===== src/rtl/steer_pkg.sv =====
// Shared types and helpers for the steering quadrature sequencer.
package steer_pkg;

  typedef enum logic [1:0] {
    StIdle,
    StSlow,
    StFast,
    StCenter
  } steer_state_e;

  localparam logic DIR_LEFT  = 1'b0;
  localparam logic DIR_RIGHT = 1'b1;

  // Gray-code stepping: right walks 00->01->11->10, left walks the reverse.
  function automatic logic [1:0] next_phase(input logic [1:0] phase, input logic step_dir);
    logic [1:0] nxt;
    nxt = phase;
    if (step_dir == DIR_RIGHT) begin
      case (phase)
        2'b00:   nxt = 2'b01;
        2'b01:   nxt = 2'b11;
        2'b11:   nxt = 2'b10;
        default: nxt = 2'b00;
      endcase
    end else begin
      case (phase)
        2'b00:   nxt = 2'b10;
        2'b10:   nxt = 2'b11;
        2'b11:   nxt = 2'b01;
        default: nxt = 2'b00;
      endcase
    end
    return nxt;
  endfunction

endpackage


===== src/rtl/steer_rate_div.sv =====
// Loadable down-counter setting the interval between quadrature steps.
// tick is high while the count sits at zero; the count holds at zero until reloaded.
module steer_rate_div #(
  parameter int unsigned Width = 8
) (
  input  logic             CLK,
  input  logic             reset,
  input  logic             load,
  input  logic [Width-1:0] value,
  output logic             tick
);

  logic [Width-1:0] cnt_q;

  // Reload on request, otherwise count down and park at zero.
  always_ff @(posedge CLK or posedge reset) begin
    if (reset) begin
      cnt_q <= '0;
    end else if (load) begin
      cnt_q <= value;
    end else if (cnt_q != '0) begin
      cnt_q <= cnt_q - 1'b1;
    end
  end

  assign tick = (cnt_q == '0);

endmodule


===== src/rtl/steer_quad_seq.sv =====
// Sprint steering quadrature sequencer: turns left/right levels into a Gray-code
// SteerA/SteerB phase stepped slowly at first, then fast after a sustained hold.
// Optional auto-centering (CENTER state and net counter) is built when the
// STEER_CENTER_EN macro is defined.
module steer_quad_seq
  import steer_pkg::*;
#(
  parameter int unsigned CLKDIV_SLOW = 22500,
  parameter int unsigned CLKDIV_FAST = 7500,
  parameter int unsigned RAMP_STEPS  = 16
`ifdef STEER_CENTER_EN
  ,
  parameter int unsigned CENTER_MAX  = 64
`endif
) (
  input  logic       CLK,
  input  logic       reset,
  input  logic       left,
  input  logic       right,
  input  logic       enable,
  output logic [1:0] steer,
  output logic       step_pulse,
  output logic       dir,
  output logic       busy
);

  localparam int unsigned DivW  = $clog2(CLKDIV_SLOW);
  localparam int unsigned RampW = $clog2(RAMP_STEPS + 1);
  localparam logic [DivW-1:0] SlowLoad = DivW'(CLKDIV_SLOW - 1);
  localparam logic [DivW-1:0] FastLoad = DivW'(CLKDIV_FAST - 1);

  logic [1:0] left_sync_q, right_sync_q;
  logic       ls, rs, req, req_dir;

  steer_state_e     state_q, state_d;
  logic [RampW-1:0] ramp_q, ramp_d, ramp_sum;
  logic             do_step, step_dir, start, slow_step;
  logic             div_load, div_tick;
  logic [DivW-1:0]  div_value;

`ifdef STEER_CENTER_EN
  localparam int unsigned NetW = $clog2(CENTER_MAX + 1) + 1;
  localparam logic signed [NetW-1:0] NetOne    = NetW'(1);
  localparam logic signed [NetW-1:0] NetNegOne = -NetOne;
  localparam logic signed [NetW-1:0] NetMax    = NetW'(CENTER_MAX);
  localparam logic signed [NetW-1:0] NetMin    = -NetMax;

  logic signed [NetW-1:0] net_q;
`endif

  // Two-flop synchronisers for the asynchronous joystick levels.
  always_ff @(posedge CLK or posedge reset) begin
    if (reset) begin
      left_sync_q  <= '0;
      right_sync_q <= '0;
    end else begin
      left_sync_q  <= {left_sync_q[0], left};
      right_sync_q <= {right_sync_q[0], right};
    end
  end

  assign ls      = left_sync_q[1];
  assign rs      = right_sync_q[1];
  assign req     = enable & (ls ^ rs);
  assign req_dir = rs ? DIR_RIGHT : DIR_LEFT;

  steer_rate_div #(
    .Width (DivW)
  ) u_rate_div (
    .CLK   (CLK),
    .reset (reset),
    .load  (div_load),
    .value (div_value),
    .tick  (div_tick)
  );

  // Next-state decode: when to step, which way, and what the divider reloads with.
  always_comb begin
    state_d   = state_q;
    ramp_d    = ramp_q;
    ramp_sum  = '0;
    do_step   = 1'b0;
    step_dir  = dir;
    start     = 1'b0;
    slow_step = 1'b0;
    div_load  = 1'b0;
    div_value = '0;

    unique case (state_q)
      StIdle: begin
        if (req) begin
          start = 1'b1;
`ifdef STEER_CENTER_EN
        end else if (enable && (net_q != '0)) begin
          state_d   = StCenter;
          div_load  = 1'b1;
          div_value = SlowLoad;
`endif
        end else begin
          div_load = 1'b1;
        end
      end
      StSlow, StFast: begin
        // Release beats a coincident divider expiry.
        if (!req) begin
          state_d  = StIdle;
          div_load = 1'b1;
          ramp_d   = '0;
        end else if (req_dir != dir) begin
          start = 1'b1;
        end else if (div_tick) begin
          do_step  = 1'b1;
          step_dir = dir;
          if (state_q == StSlow) begin
            slow_step = 1'b1;
            ramp_sum  = ramp_q + RampW'(1);
          end else begin
            div_load  = 1'b1;
            div_value = FastLoad;
          end
        end
      end
      StCenter: begin
`ifdef STEER_CENTER_EN
        if (req) begin
          start = 1'b1;
        end else if (!enable) begin
          state_d  = StIdle;
          div_load = 1'b1;
        end else if (div_tick) begin
          do_step   = 1'b1;
          step_dir  = net_q[NetW-1] ? DIR_RIGHT : DIR_LEFT;
          div_load  = 1'b1;
          div_value = SlowLoad;
          // Stepping toward zero from +/-1 lands centred.
          if ((net_q == NetOne) || (net_q == NetNegOne)) begin
            state_d = StIdle;
          end
        end
`else
        state_d  = StIdle;
        div_load = 1'b1;
`endif
      end
      default: begin
        state_d  = StIdle;
        div_load = 1'b1;
      end
    endcase

    // A fresh run steps immediately in the requested direction and counts as ramp step 1.
    if (start) begin
      do_step  = 1'b1;
      step_dir = req_dir;
      ramp_sum = RampW'(1);
    end

    if (start || slow_step) begin
      div_load = 1'b1;
      if (ramp_sum >= RampW'(RAMP_STEPS)) begin
        state_d   = StFast;
        div_value = FastLoad;
        ramp_d    = '0;
      end else begin
        state_d   = StSlow;
        div_value = SlowLoad;
        ramp_d    = ramp_sum;
      end
    end
  end

  // Sequencer state and registered outputs; step_pulse and dir land with the phase change.
  always_ff @(posedge CLK or posedge reset) begin
    if (reset) begin
      state_q    <= StIdle;
      ramp_q     <= '0;
      steer      <= 2'b00;
      step_pulse <= 1'b0;
      dir        <= 1'b0;
      busy       <= 1'b0;
    end else begin
      state_q    <= state_d;
      ramp_q     <= ramp_d;
      step_pulse <= do_step;
      busy       <= (state_d != StIdle);
      if (do_step) begin
        steer <= next_phase(steer, step_dir);
        dir   <= step_dir;
      end
    end
  end

`ifdef STEER_CENTER_EN
  // Saturating net displacement: +1 per right step, -1 per left step.
  always_ff @(posedge CLK or posedge reset) begin
    if (reset) begin
      net_q <= '0;
    end else if (do_step) begin
      if (step_dir == DIR_RIGHT) begin
        if (net_q != NetMax) net_q <= net_q + NetOne;
      end else if (net_q != NetMin) begin
        net_q <= net_q - NetOne;
      end
    end
  end
`endif

endmodule


===== config.mk =====
export PLATFORM = sky130hd
export DESIGN_NAME = steer_quad_seq
export DESIGN_NICKNAME = d
export VERILOG_FILES = /design/src/rtl/steer_pkg.sv /design/src/rtl/steer_rate_div.sv /design/src/rtl/steer_quad_seq.sv
export SDC_FILE = /design/constraint.sdc
export NUM_CORES = 1
export LEC_CHECK = 0
export ABC_AREA = 1
export CAP_MARGIN = 10
export CELL_PAD_IN_SITES_DETAIL_PLACEMENT = 1
export CELL_PAD_IN_SITES_GLOBAL_PLACEMENT = 2
export CORE_MARGIN = 3
export CORE_UTILIZATION = 34
export CTS_CLUSTER_DIAMETER = 80
export DETAILED_ROUTE_END_ITERATION = 10
export GPL_TIMING_DRIVEN = 0
export HOLD_SLACK_MARGIN = 0.05
export PLACE_DENSITY = 0.86
export SLEW_MARGIN = 20
export SYNTH_ARGS = -nofsm -noshare
export SYNTH_HDL_FRONTEND = slang
export SYNTH_HIERARCHICAL = 1
export SYNTH_SLANG_ARGS = --single-unit

===== constraint.sdc =====
create_clock -name CLK -period 6.39 [get_ports CLK]
set_input_delay 1.278 -clock CLK [delete_from_list [all_inputs] [get_ports CLK]]
set_output_delay 1.278 -clock CLK [all_outputs]
set_load 0.02 [all_outputs]

Word level (Yosys, flattened, before mapping)
Cells that the tools add are included.
{"block": "word_totals", "elab_cells": 81, "ff_bits": 31, "out_inout_bits": 5}
{"block": "op_classes", "bitwise_logic": 2, "n_mux": 49, "order_cmp": 1, "n_addsub": 2, "n_reduce_logical": 10, "n_eq_ne": 8}
{"operator": "13-bit two-way mux", "n": 5}
{"operator": "15-bit two-way mux", "n": 4}
{"operator": "5-bit two-way mux", "n": 10}
{"operator": "1-bit two-way mux", "n": 21}
{"operator": "15-bit logical NOT", "n": 1}
{"operator": "15-bit nonzero test", "n": 1}
{"operator": "15-bit by 1-bit subtractor with 15-bit output (second input constant)", "n": 1}
{"operator": "2-bit one-hot mux with 3 select lines", "n": 2}
{"operator": "2-bit == test (second input constant)", "n": 4}
{"operator": "2-bit two-way mux", "n": 4}
{"operator": "2-bit nonzero test", "n": 3}
{"operator": "5-bit by 1-bit adder with 5-bit output (second input constant)", "n": 1}
{"operator": "5-bit greater-or-equal comparator (second input constant)", "n": 1}
{"operator": "2-bit by 1-bit == test with 1-bit output (second input constant)", "n": 2}
{"operator": "2-bit logical NOT", "n": 2}
{"operator": "2-bit one-hot mux with 2 select lines", "n": 1}
{"operator": "1-bit one-hot mux with 3 select lines", "n": 1}
{"operator": "2-bit by 1-bit inequality test with 1-bit output (second input constant)", "n": 1}
{"operator": "1-bit one-hot mux with 2 select lines", "n": 1}
{"operator": "2-bit AND reduction", "n": 1}
{"operator": "2-bit OR reduction", "n": 1}
{"operator": "1-bit bitwise AND", "n": 1}
{"operator": "1-bit logical OR", "n": 1}
{"operator": "1-bit inequality test", "n": 1}
{"operator": "1-bit bitwise XOR", "n": 1}

Depth between registers and ports, before layout
Gate-level depths: netlist of the first run.
{"block": "depth", "ltp_word": 11, "depth_mapped": 17, "depth_no_buf": 16}

Cells and area by module
Netlist of the first run, hierarchy kept.
{"module": "steer_rate_div", "instances": 1, "area_per_inst_um2": 1087.3, "cells_each": 157}
{"module": "steer_quad_seq", "instances": 1, "area_per_inst_um2": 963.4, "cells_each": 124}

Least setup slack after synthesis of the first run
OpenSTA, ideal clock, no wires.
{"block": "synth_timing", "path_type": "input -> register", "start": "in enable", "end": "reg u_rate_div.cnt_q[9]", "arrival_time_ns": 2.469, "setup_ns": 0.116, "n_path_buf": 0, "path_stages": 10, "required_ns": 6.274, "setup_slack_ns": 3.806, "path_cell_list": "nand2_2 nor3_4 nand2_4 nand2_2 a21oi_1 o21ai_0 inv_2 or2_2 nand2_1 nor2_1"}
{"element": "from (decl)", "line": "steer_quad_seq.sv:20", "source": "input logic enable,"}
{"element": "1-bit bitwise AND (*)", "line": "steer_quad_seq.sv:64", "source": "assign req = enable & (ls ^ rs);"}
{"element": "1-bit two-way mux, on equally long branches", "line": "steer_quad_seq.sv:105, steer_quad_seq.sv:91"}
{"element": "1-bit one-hot mux with 2 select lines / 1-bit two-way mux (equally long branches)", "line": "steer_quad_seq.sv:89", "source": "unique case (state_q)"}
{"element": "1-bit logical OR", "line": "steer_quad_seq.sv:158", "source": "if (start || slow_step) begin"}
{"element": "1-bit two-way mux (*)", "line": "steer_quad_seq.sv:158"}
{"element": "net div_load", "line": "steer_quad_seq.sv:38", "source": "logic div_load, div_tick;"}
{"element": "15-bit two-way mux / 2-bit nonzero test (equally long branches)"}
{"element": "to (signal assigned)", "line": "steer_rate_div.sv:20", "source": "cnt_q <= value;"}
{"element": "to (signal assigned)", "line": "steer_rate_div.sv:22", "source": "cnt_q <= cnt_q - 1'b1;"}
{"element": "to (decl)", "line": "steer_rate_div.sv:13", "source": "logic [Width-1:0] cnt_q;"}
Mark *: on every way through the listed nets, which the timed path passes. The rest lies on a longest branch.
A chain may end at the register's enable or synchronous reset.

Final worst setup path of the first run
{"block": "layout_timing", "start": "in enable", "end": "reg u_rate_div.cnt_q[1]"}
Same word-level chain as after synthesis.

==> results of run 1 <==
-- worst max-delay path: cells and delay by family --
kind	cells	cell delay [ns]
buffers and inverters	2	0.89
AO/OA/AOI/OAI	4	0.44
AND/OR/NAND/NOR	5	0.66
-- layer usage --
| metal | up-vias | global-route usage [%] | wire length [um] |
|---|---|---|---|
| met1 | 842 | 21.3 | 2500 |
| met4 | 0 | 4.09 | 27 |
| met5 | - | 0 | 0 |
| met2 | 19 | 25.5 | 2340 |
| met3 | 2 | 3.06 | 123 |
| li1 | 899 | - | - |
-- report_power, final --
group	switching [mW]	internal (mW)
clock	0.0777	0.126
sequential	0.0599	0.258
combinational	0.343	0.181
total	0.481	0.565
-- stage by stage --
| step | hold WS (ns) | instance area (um2) | util [%] | instances |
|---|---|---|---|---|
| final | 0.353 | 2360 | 41.5 | 372 |
| after global routing | 0.369 | 2360 | 41.5 | 372 |
| after CTS | 0.357 | 2360 | 41.5 | 372 |
| after detailed placement | 0.340 | 2240 | 39.4 | 364 |
| after global placement | 0.334 | 2240 | 39.4 | 364 |
| after floorplan | 0.331 | 2060 | - | 283 |
-- state kept, by name (all words and copies together), names as in the netlist --
register	count
u_rate_div/cnt_q	15
step_pulse	1
dir	1
state_q	2
left_sync_q	2
ramp_q	5
busy	1
steer	2
right_sync_q	2
-- synth_stat cells, types with 4 or more instances --
library cell	instances
nand2_1	84
inv_1	47
dfrtp_1	31
nor2_1	20
nand3_1	18
o21ai_0	13
nor2_2	9
ha_1	6
nand2_2	6
xor2_1	5
nand3_2	4
nand4_1	4
-- layout make-up --
cell class                      count  area (um2)  area share, %
Timing Repair Buffer                9        90.1           3.82
Tap cell                           72        90.1           3.82
Multi-Input combinational cell    201        1090           46.3
Sequential cell                    31         776           32.9
Inverter                           49         184           7.81
Clock inverter                      2        35.0           1.49
Clock buffer                        6        82.6           3.51
Buffer                              2        7.51          0.319
-- cell families (layout without fill, tap and decap cells) --
family	count (synthesis)	after routing
other	1	3
and+or+nand+nor	162	162
DFF	31	31
buffers and inverters	51	68
adders and majority gates	6	6
xor gates and xnor gates	6	6
AOI/OAI and AO/OA	24	24
-- worst max-delay path by stage --
stage,cells past startpoint,end,slack [ns],startpoint
6_report,11,u_rate_div/cnt_q[1]$_DFFE_PP0P_,3.28,enable
2_1_floorplan,10,u_rate_div/cnt_q[9]$_DFFE_PP0P_,3.81,enable
3_5_place_dp,11,u_rate_div/cnt_q[3]$_DFFE_PP0P_,2.99,enable
5_1_grt,16,u_rate_div/cnt_q[4]$_DFFE_PP0P_,2.94,u_rate_div/cnt_q[0]$_DFFE_PP0P_
3_3_place_gp,11,u_rate_div/cnt_q[1]$_DFFE_PP0P_,2.98,enable
4_1_cts,11,u_rate_div/cnt_q[1]$_DFFE_PP0P_,3.27,enable
==> impl_metrics.tcl, run 1 <==
set metrics [dict create \
    port_buffers 9 \
    worstSetupPathType "in -> reg" \
    p_total_mw 1.05 \
    diodes 0 \
    arrival_ns 3.28 \
    power_leakage_nw 1.22 \
    synth_xor_area_share_pct 2.56 \
    ys_async_sr_fraction_pct 100 \
    synthSimpleGateAreaFrac_pct 39.4 \
    hold_path_end "left_sync_q[1]$_DFF_PP0_" \
    final.fill_count 739 \
    setup_viol 0 \
    critPathRequiredTime_ns 6.56 \
    antenna_found_initial 0 \
    clkTransAtPathRegs_ns 0.07 \
    r2r_setup_slack_ns 3.40 \
    avgRoutedWirePerCell_um 13.4 \
    drt-pass1-iter-count 6 \
    ys_seq_area_share_pct 37.8 \
    status "completed" \
    relSlewSlack_pct 56.9 \
    mostFrequentLayoutCells "84 x nand2_1, 47 x inv_1, 31 x dfrtp_1, 20 x nor2_1, 18 x nand3_1" \
    cts_tree "yes" \
    synth.cell_area_mm2 0.00205 \
    synth.top_cell.area_share_pct 37.8 \
    tns_ns 0 \
    start_util_pct 36.1 \
    grt_pass1_wl_mm 9.07 \
    avgSynthCellArea_um2 7.30 \
    ctsHtreeMaxLevel 2 \
    cts_buffer_depth 2 \
    r2r_cells 16 \
    rows 27 \
    crit_slowest_cell "clkdlybuf4s50_1" \
    nNetsFinal 310 \
    clk_latency_ns 0.29 \
    cp_max_fo 10 \
    drt_iter0_markers 56 \
    synth_edf_count 0 \
    synth-adder-area-share_pct 3.66 \
    slew_violations 0 \
    grt_pass1_vias 1940 \
    worst_pin_slew_ns 0.646 \
    synth-seq-cells 31 \
    synthCells 281 \
    hpwl_mm 3.81 \
    maxCapViolations 0 \
    yosysTopAreaCell "dfrtp_1" \
    synthFlopType "dfrtp_1" \
    grtUsageTotal_pct 15.7 \
    fmax_ghz 0.322 \
    cts_made_buffers 5 \
    core_mm2 0.00568 \
    synthDistinctLibCells 30 \
    synthToLayoutAreaGrowth_pct 14.9 \
    synthMuxAreaShare_pct 0 \
    ir_drop_v 0.000202 \
    end_kind "flop" \
    hp-start "left_sync_q[0]$_DFF_PP0_" \
    post-route-period-util_pct 48.6 \
    synth_compound_area_share_pct 7.08 \
    finClkSkew_ns 0.00784 \
    post_cts_buffers 0 \
    post-route-min-period_ns 3.11 \
    die_area_mm2 0.00700 \
    cts_root_buf "clkbuf_8" \
    die_y_um 83.7 \
    detail-route-antenna-nets 0 \
    worstSetupStartpointType "input pin" \
    cts_hold_buf 0 \
    p_per_area_mw_per_mm2 444 \
    clock-sinks 31 \
    rsz0062_at_grt "no" \
    r2r-start "u_rate_div/cnt_q[0]$_DFFE_PP0P_" \
    ys_warn_count 6 \
    synth_top_family_by_area "simple AND/OR/NAND/NOR gates" \
    worst_hold_path_type "reg -> reg" \
    globalplace.congestion 0.809 \
    layout_commonest_cell "nand2_1" \
    io_pins 10 \
    timing.final.ws_setup_ns 3.28 \
    wl_mm 4.99 \
    avgViaCountPerCell 4.74 \
    drive_gt1_share_pct 14.3 \
    r2r-end "u_rate_div/cnt_q[1]$_DFFE_PP0P_" \
    overflow 0 \
    die_w_um 83.7 \
    yosys-top-cells-area "dfrtp_1 38%, nand2_1 15%, inv_1 8.6%" \
    pre_cts_ws_ns 2.99 \
    holdPathStages 0 \
    cts_resized 0 \
    grt_max_degree 17 \
    crit_path_max_incr_delay_ns 0.49 \
    vias 1762 \
    worstPathCellList "clkdlybuf4s50_1 > nand2_2 > nor3_4 > nand2_4 > nand2_2 > a21oi_1 > o21ai_0 > clkbuf_1 > o21ai_0 > nand2_1 > o21ai_1" \
    drc 0 \
    finalHoldViolations 0 \
]
Note: power is estimated with default switching activity, not from simulation.
==> run 2, diff against run 1 <==
- CORE_UTILIZATION: 34 -> 31
- PLACE_DENSITY: 0.86 -> 0.83
- clock period: 6.39 -> 2.8 ns (I/O delays scaled with it)
==> impl_metrics.tcl, run 2 (synthesis gave the netlist of run 1 again) <==
set metrics [dict create \
    avgRoutedWirePerCell_um 12.7 \
    power_frac_clock_pct 18.8 \
    port_buffers 9 \
    biggestRegsByFlops "u_rate_div/cnt_q: 15 flops, ramp_q: 5 flops" \
    layout_commonest_cell "nand2_1" \
    relSlewSlack_pct 58.4 \
    swShare_pct 44.9 \
    ctsHtreeMaxLevel 2 \
    hpwl_mm 3.82 \
    grt_max_degree 17 \
    cts_tree "yes" \
    finClkSkew_ns 0.00828 \
    crit_path_max_incr_delay_ns 0.38 \
    drive_gt1_share_pct 18.0 \
    fmax_ghz 0.401 \
    worst_pin_slew_ns 0.624 \
    wl_mm 4.86 \
    regMostFlops "u_rate_div/cnt_q" \
    post-route-period-util_pct 89.1 \
    grt_pass1_vias 1905 \
    power_switching_mw 1.10 \
    place_inst 369 \
    p_total_mw 2.46 \
    rows 29 \
    setup_viol 0 \
    grtUsageTotal_pct 14.4 \
    die_area_mm2 0.00763 \
    detail-route-antenna-nets 0 \
    maxCapViolations 0 \
    cts_root_buf "clkbuf_8" \
    cts_buffer_depth 2 \
    overflow 0 \
    die_y_um 87.3 \
    critPathRequiredTime_ns 2.98 \
    ir_drop_v 0.000438 \
    worstSetupStartpointType "flop" \
    timing.hold.ws_ns 0.354 \
    hp-start "left_sync_q[0]$_DFF_PP0_" \
    fin_area_mm2 0.00244 \
    largest_reg_flops 15 \
    antenna_found_initial 0 \
    top_usage_layer "met2" \
    post-route-min-period_ns 2.49 \
    worst_hold_path_type "reg -> reg" \
    met2_usage_pct 25.8 \
    end_kind "flop" \
    met3_usage_pct 2.93 \
    power_leakage_nw 1.25 \
    slew_violations 0 \
    placed_cell_area_mm2 0.00224 \
    post-route-util_pct 38.1 \
    status "completed" \
    vias 1764 \
    grt_pass1_wl_mm 8.60 \
    stdcell_count 383 \
    rsz0062_at_grt "no" \
    worstPathCellList "inv_1 > ha_2 > nand2_1 > nor2_1 > nand2_1 > nor4_4 > nand2_1 > nor2_2 > nand2_1 > nand2_2 > a21oi_1 > o21ai_2 > inv_2 > or2_2 > nand2_1 > nor2_1" \
    cts_made_buffers 5 \
    crit_slowest_cell "dfrtp_1" \
    avgViaCountPerCell 4.61 \
    io_pins 10 \
    globalplace.congestion 0.818 \
    diodes 0 \
    drt_iter0_markers 43 \
    multi_input_area_mm2 0.00111 \
    critPathLaunch "u_rate_div/cnt_q[0]$_DFFE_PP0P_" \
    p_per_area_mw_per_mm2 1010 \
    worstSetupPathType "reg -> reg" \
    seqCellArea_um2 776 \
    worst_path_most_repeated_cell "nand2_1" \
    clkTransAtPathRegs_ns 0.07 \
    r2r-start "u_rate_div/cnt_q[0]$_DFFE_PP0P_" \
    cp_max_fo 6 \
    clock-sinks 31 \
    use_met1_pct 17.0 \
    start_util_pct 32.1 \
    synthToLayoutAreaGrowth_pct 18.8 \
    intPower_mw 1.35 \
    core_mm2 0.00639 \
    arrival_ns 2.67 \
    finalHoldViolations 0 \
    die_w_um 87.3 \
    seqPwrFrac_pct 29.2 \
    final.fill_count 807 \
    pwr-share-comb_pct 52.0 \
    drc 0 \
    drt-pass1-iter-count 4 \
    nNetsFinal 316 \
    mostFrequentLayoutCells "84 x nand2_1, 47 x inv_1, 31 x dfrtp_1, 19 x nor2_1, 18 x nand3_1" \
    clk_latency_ns 0.28 \
]
## run 2: layout make-up
class                           instances  area share [%]
Sequential cell                        31            31.8
Inverter                               49            7.55
Tap cell                               77            3.95
Multi-Input combinational cell        201            45.8
Buffer                                  2           0.616
Clock buffer                            6            3.39
Timing Repair Buffer                   15            5.44
Clock inverter                          2            1.44
## run 2: worst paths after layout
check / to / slack [ns] / cells after the start
setup / recovery: u_rate_div/cnt_q[9]$_DFFE_PP0P_ / 0.31 / 16
min in group asynchronous: step_pulse$_DFF_PP0_ / 0.67 / 2
hold / removal: left_sync_q[1]$_DFF_PP0_ / 0.35 / 0
max in group asynchronous: u_rate_div/cnt_q[13]$_DFFE_PP0P_ / 1.71 / 2
setup reg to reg: u_rate_div/cnt_q[9]$_DFFE_PP0P_ / 0.31 / 16
hold reg to reg: left_sync_q[1]$_DFF_PP0_ / 0.35 / 0
## run 2: through the flow
step / TNS [ns] / setup WS, ns
after detailed placement: -0.853 / -0.139
after floorplan: 0 / 0.399
after global routing: 0 / 0.0105
final: 0 / 0.305
after CTS: 0 / 0.0129
after global placement: -0.411 / -0.0938
## run 2: metal layers
metal	wire length, um	up-vias	share of wire [%]
li1	-	911	-
met4	40	0	0.82
met5	0	-	0
met3	101	4	2.1
met2	2570	13	53
met1	2150	836	44
## run 2: what timing repair did
| item | 4_1_cts | 5_1_grt |
|---|---|---|
| gates cloned | 0 | 1 |
| gates resized for setup | 4 | 10 |
| endpoints found under the setup margin | 13 | 15 |
| hold buffers | 0 | 0 |
| setup buffers | 0 | 5 |
## run 2: power by group through the flow
stage | logic, mW | registers, mW | clock network, mW
after detailed placement | 1.20 | 0.725 | 0
after global placement | 1.17 | 0.721 | 0
final | 1.28 | 0.717 | 0.461
after floorplan | 0.871 | 0.734 | 0
after global routing | 1.48 | 0.743 | 0.505
after CTS | 1.22 | 0.718 | 0.482
## run 2: worst max-delay path, delay by kind of cell, from the launching register on
kind | cells | cell delay (ns)
buffers and inverters | 2 | 0.21
DFF | 1 | 0.38
AOI/OAI and AO/OA | 2 | 0.19
and+or+nand+nor | 11 | 1.38
adders and majority gates | 1 | 0.25
==> run 3, diff against run 2 <==
- CORE_UTILIZATION: 31 -> 33
- SYNTH_HIERARCHICAL: 1 -> default
==> impl_metrics.tcl, run 3 <==
set metrics [dict create \
    status "completed" \
    io_pins 10 \
    clk_latency_ns 0.28 \
    avgRoutedWirePerCell_um 13.3 \
    clkTransAtPathRegs_ns 0.06 \
    antenna_found_initial 0 \
    rsz0062_at_grt "no" \
    pre_cts_ws_ns 0.394 \
    nNetsFinal 239 \
    maxCapViolations 0 \
    port_buffers 9 \
    die_y_um 81.0 \
    avgSynthCellArea_um2 8.75 \
    drt-pass1-iter-count 4 \
    post_cts_buffers 0 \
    synth_edf_count 0 \
    p_total_mw 2.17 \
    timing.final.ws_setup_ns 0.707 \
    drive_gt1_share_pct 17.9 \
    post-route-period-util_pct 74.7 \
    layout_commonest_cell "nand2_1" \
    ys_seq_area_share_pct 41.8 \
    crit_slowest_cell "clkdlybuf4s50_1" \
    critPathRequiredTime_ns 3.02 \
    ys_warn_count 0 \
    synth-seq-cells 31 \
    die_w_um 81.0 \
    avgViaCountPerCell 4.66 \
    grt_max_degree 32 \
    post-route-min-period_ns 2.09 \
    cts_hold_buf 0 \
    vias 1393 \
    die_area_mm2 0.00655 \
    worst_hold_path_type "reg -> reg" \
    yosysMostFrequentCell "nand2_1" \
    place_inst 291 \
    detail-route-antenna-nets 0 \
    setup_viol 0 \
    worstPathCellList "clkdlybuf4s50_1 > nand2_1 > nor2_4 > nand2_1 > nor3_1 > nor2_1 > o21bai_2 > nand2_1 > nand2_1 > nand2_1" \
    cts_made_buffers 5 \
    overflow 0 \
    synthFlopType "dfrtp_1" \
    wl_mm 3.99 \
    ctsHtreeMaxLevel 2 \
    mostFrequentLayoutCells "43 x nand2_1, 31 x dfrtp_1, 24 x inv_1, 15 x nor2_1, 13 x a21oi_1" \
    cts_resized 0 \
    arrival_ns 2.32 \
    worstSetupPathType "in -> reg" \
    slew_violations 0 \
    rows 26 \
    worst_pin_slew_ns 0.665 \
    power_leakage_nw 1.00 \
    worst_path_most_repeated_cell "nand2_1" \
    synth.top_cell.area_share_pct 41.8 \
    diodes 0 \
    cts_tree "yes" \
    synth.cell_area_mm2 0.00185 \
    drc 0 \
    grtUsageTotal_pct 14.7 \
    tns_ns 0 \
    biggestRegsByFlops "u_rate_div.cnt_q: 15 flops, ramp_q: 5 flops" \
    ys_async_sr_fraction_pct 100 \
    relSlewSlack_pct 55.6 \
    grt_pass1_wl_mm 7.31 \
    clock-sinks 31 \
    ir_drop_v 0.000464 \
    crit_path_max_incr_delay_ns 0.46 \
    cp_max_fo 6 \
    fmax_ghz 0.478 \
    synthToLayoutAreaGrowth_pct 15.0 \
    drt_iter0_markers 46 \
    yosys-top-cells-area "dfrtp_1 42%, nand2_1 8.7%, inv_1 5.1%" \
    cts_root_buf "clkbuf_8" \
    end_kind "flop" \
    hpwl_mm 3.03 \
    timing.hold.ws_ns 0.355 \
    finalHoldViolations 0 \
    regMostFlops "u_rate_div.cnt_q" \
    syn_nets 223 \
    synth_commonest_cells "43 x nand2_1, 31 x dfrtp_1, 25 x inv_1" \
    globalplace.congestion 0.731 \
    largest_reg_flops 15 \
    synthCells 212 \
    grt_pass1_vias 1536 \
    core_mm2 0.00527 \
    synthDistinctLibCells 35 \
    cts_buffer_depth 2 \
    start_util_pct 35.2 \
    worstSetupStartpointType "input pin" \
    p_per_area_mw_per_mm2 1020 \
    yosysTopAreaCell "dfrtp_1" \
    finClkSkew_ns 0.00360 \
    stdcell_count 299 \
]
-- run 3: layout make-up --
type,instances,area [um2]
Buffer,1,11.3
Clock buffer,8,100
Fill cell,652,3140
Inverter,29,111
Multi-Input combinational cell,151,956
Sequential cell,31,776
Tap cell,70,87.6
Timing Repair Buffer,9,90.1
-- run 3: stage by stage --
stage | util [%] | cell area [um2]
6_report | 40.5 | 2130
5_1_grt | 40.5 | 2130
4_1_cts | 40.5 | 2130
3_5_place_dp | 38.6 | 2030
3_3_place_gp | 38.6 | 2030
2_1_floorplan | - | 1850
-- run 3: where the power goes --
part           switching [mW]  leakage [nW]  internal, mW
Clock                   0.168        0.0515         0.224
Sequential              0.121         0.399         0.583
Combinational           0.663         0.554         0.411
Total                   0.952          1.00          1.22
-- run 3: worst paths after layout --
path                                                      start                              end  slack (ns)  depth (start not counted)
max in group asynchronous                                 reset         left_sync_q[1]$_DFF_PP0_        1.68                          2
worst max-delay path                                     enable  u_rate_div.cnt_q[1]$_DFFE_PP0P_        0.71                         10
worst min-delay path                  right_sync_q[0]$_DFF_PP0_        right_sync_q[1]$_DFF_PP0_        0.35                          0
worst min register to register        right_sync_q[0]$_DFF_PP0_        right_sync_q[1]$_DFF_PP0_        0.35                          0
worst max register to register  u_rate_div.cnt_q[0]$_DFFE_PP0P_  u_rate_div.cnt_q[1]$_DFFE_PP0P_        0.82                         11
min in group asynchronous                                 reset  u_rate_div.cnt_q[8]$_DFFE_PP0P_        0.69                          2
-- run 3: cell families after synthesis --
| family | count (synthesis) | share of synthesized area, % |
|---|---|---|
| fa+ha+maj | 6 | 4.05 |
| flops | 31 | 41.8 |
| xor+xnor | 12 | 5.67 |
| simple gates | 105 | 32.1 |
| compound gates | 28 | 9.72 |
| buf+inv | 30 | 6.61 |
-- run 3: per-layer routing --
metal	part of all wire, %	GRT usage (%)	up-vias
met4	2.2	6.59	0
met3	1.5	2.99	6
met2	46	23.3	10
met5	0	0	-
li1	-	-	706
met1	50	19.3	671
-- run 3: critical path: cells and delay by family --
family	cells	cell delay, ns
AND/OR/NAND/NOR	8	1.00
buffers and inverters	1	0.46
AO/OA/AOI/OAI	1	0.29
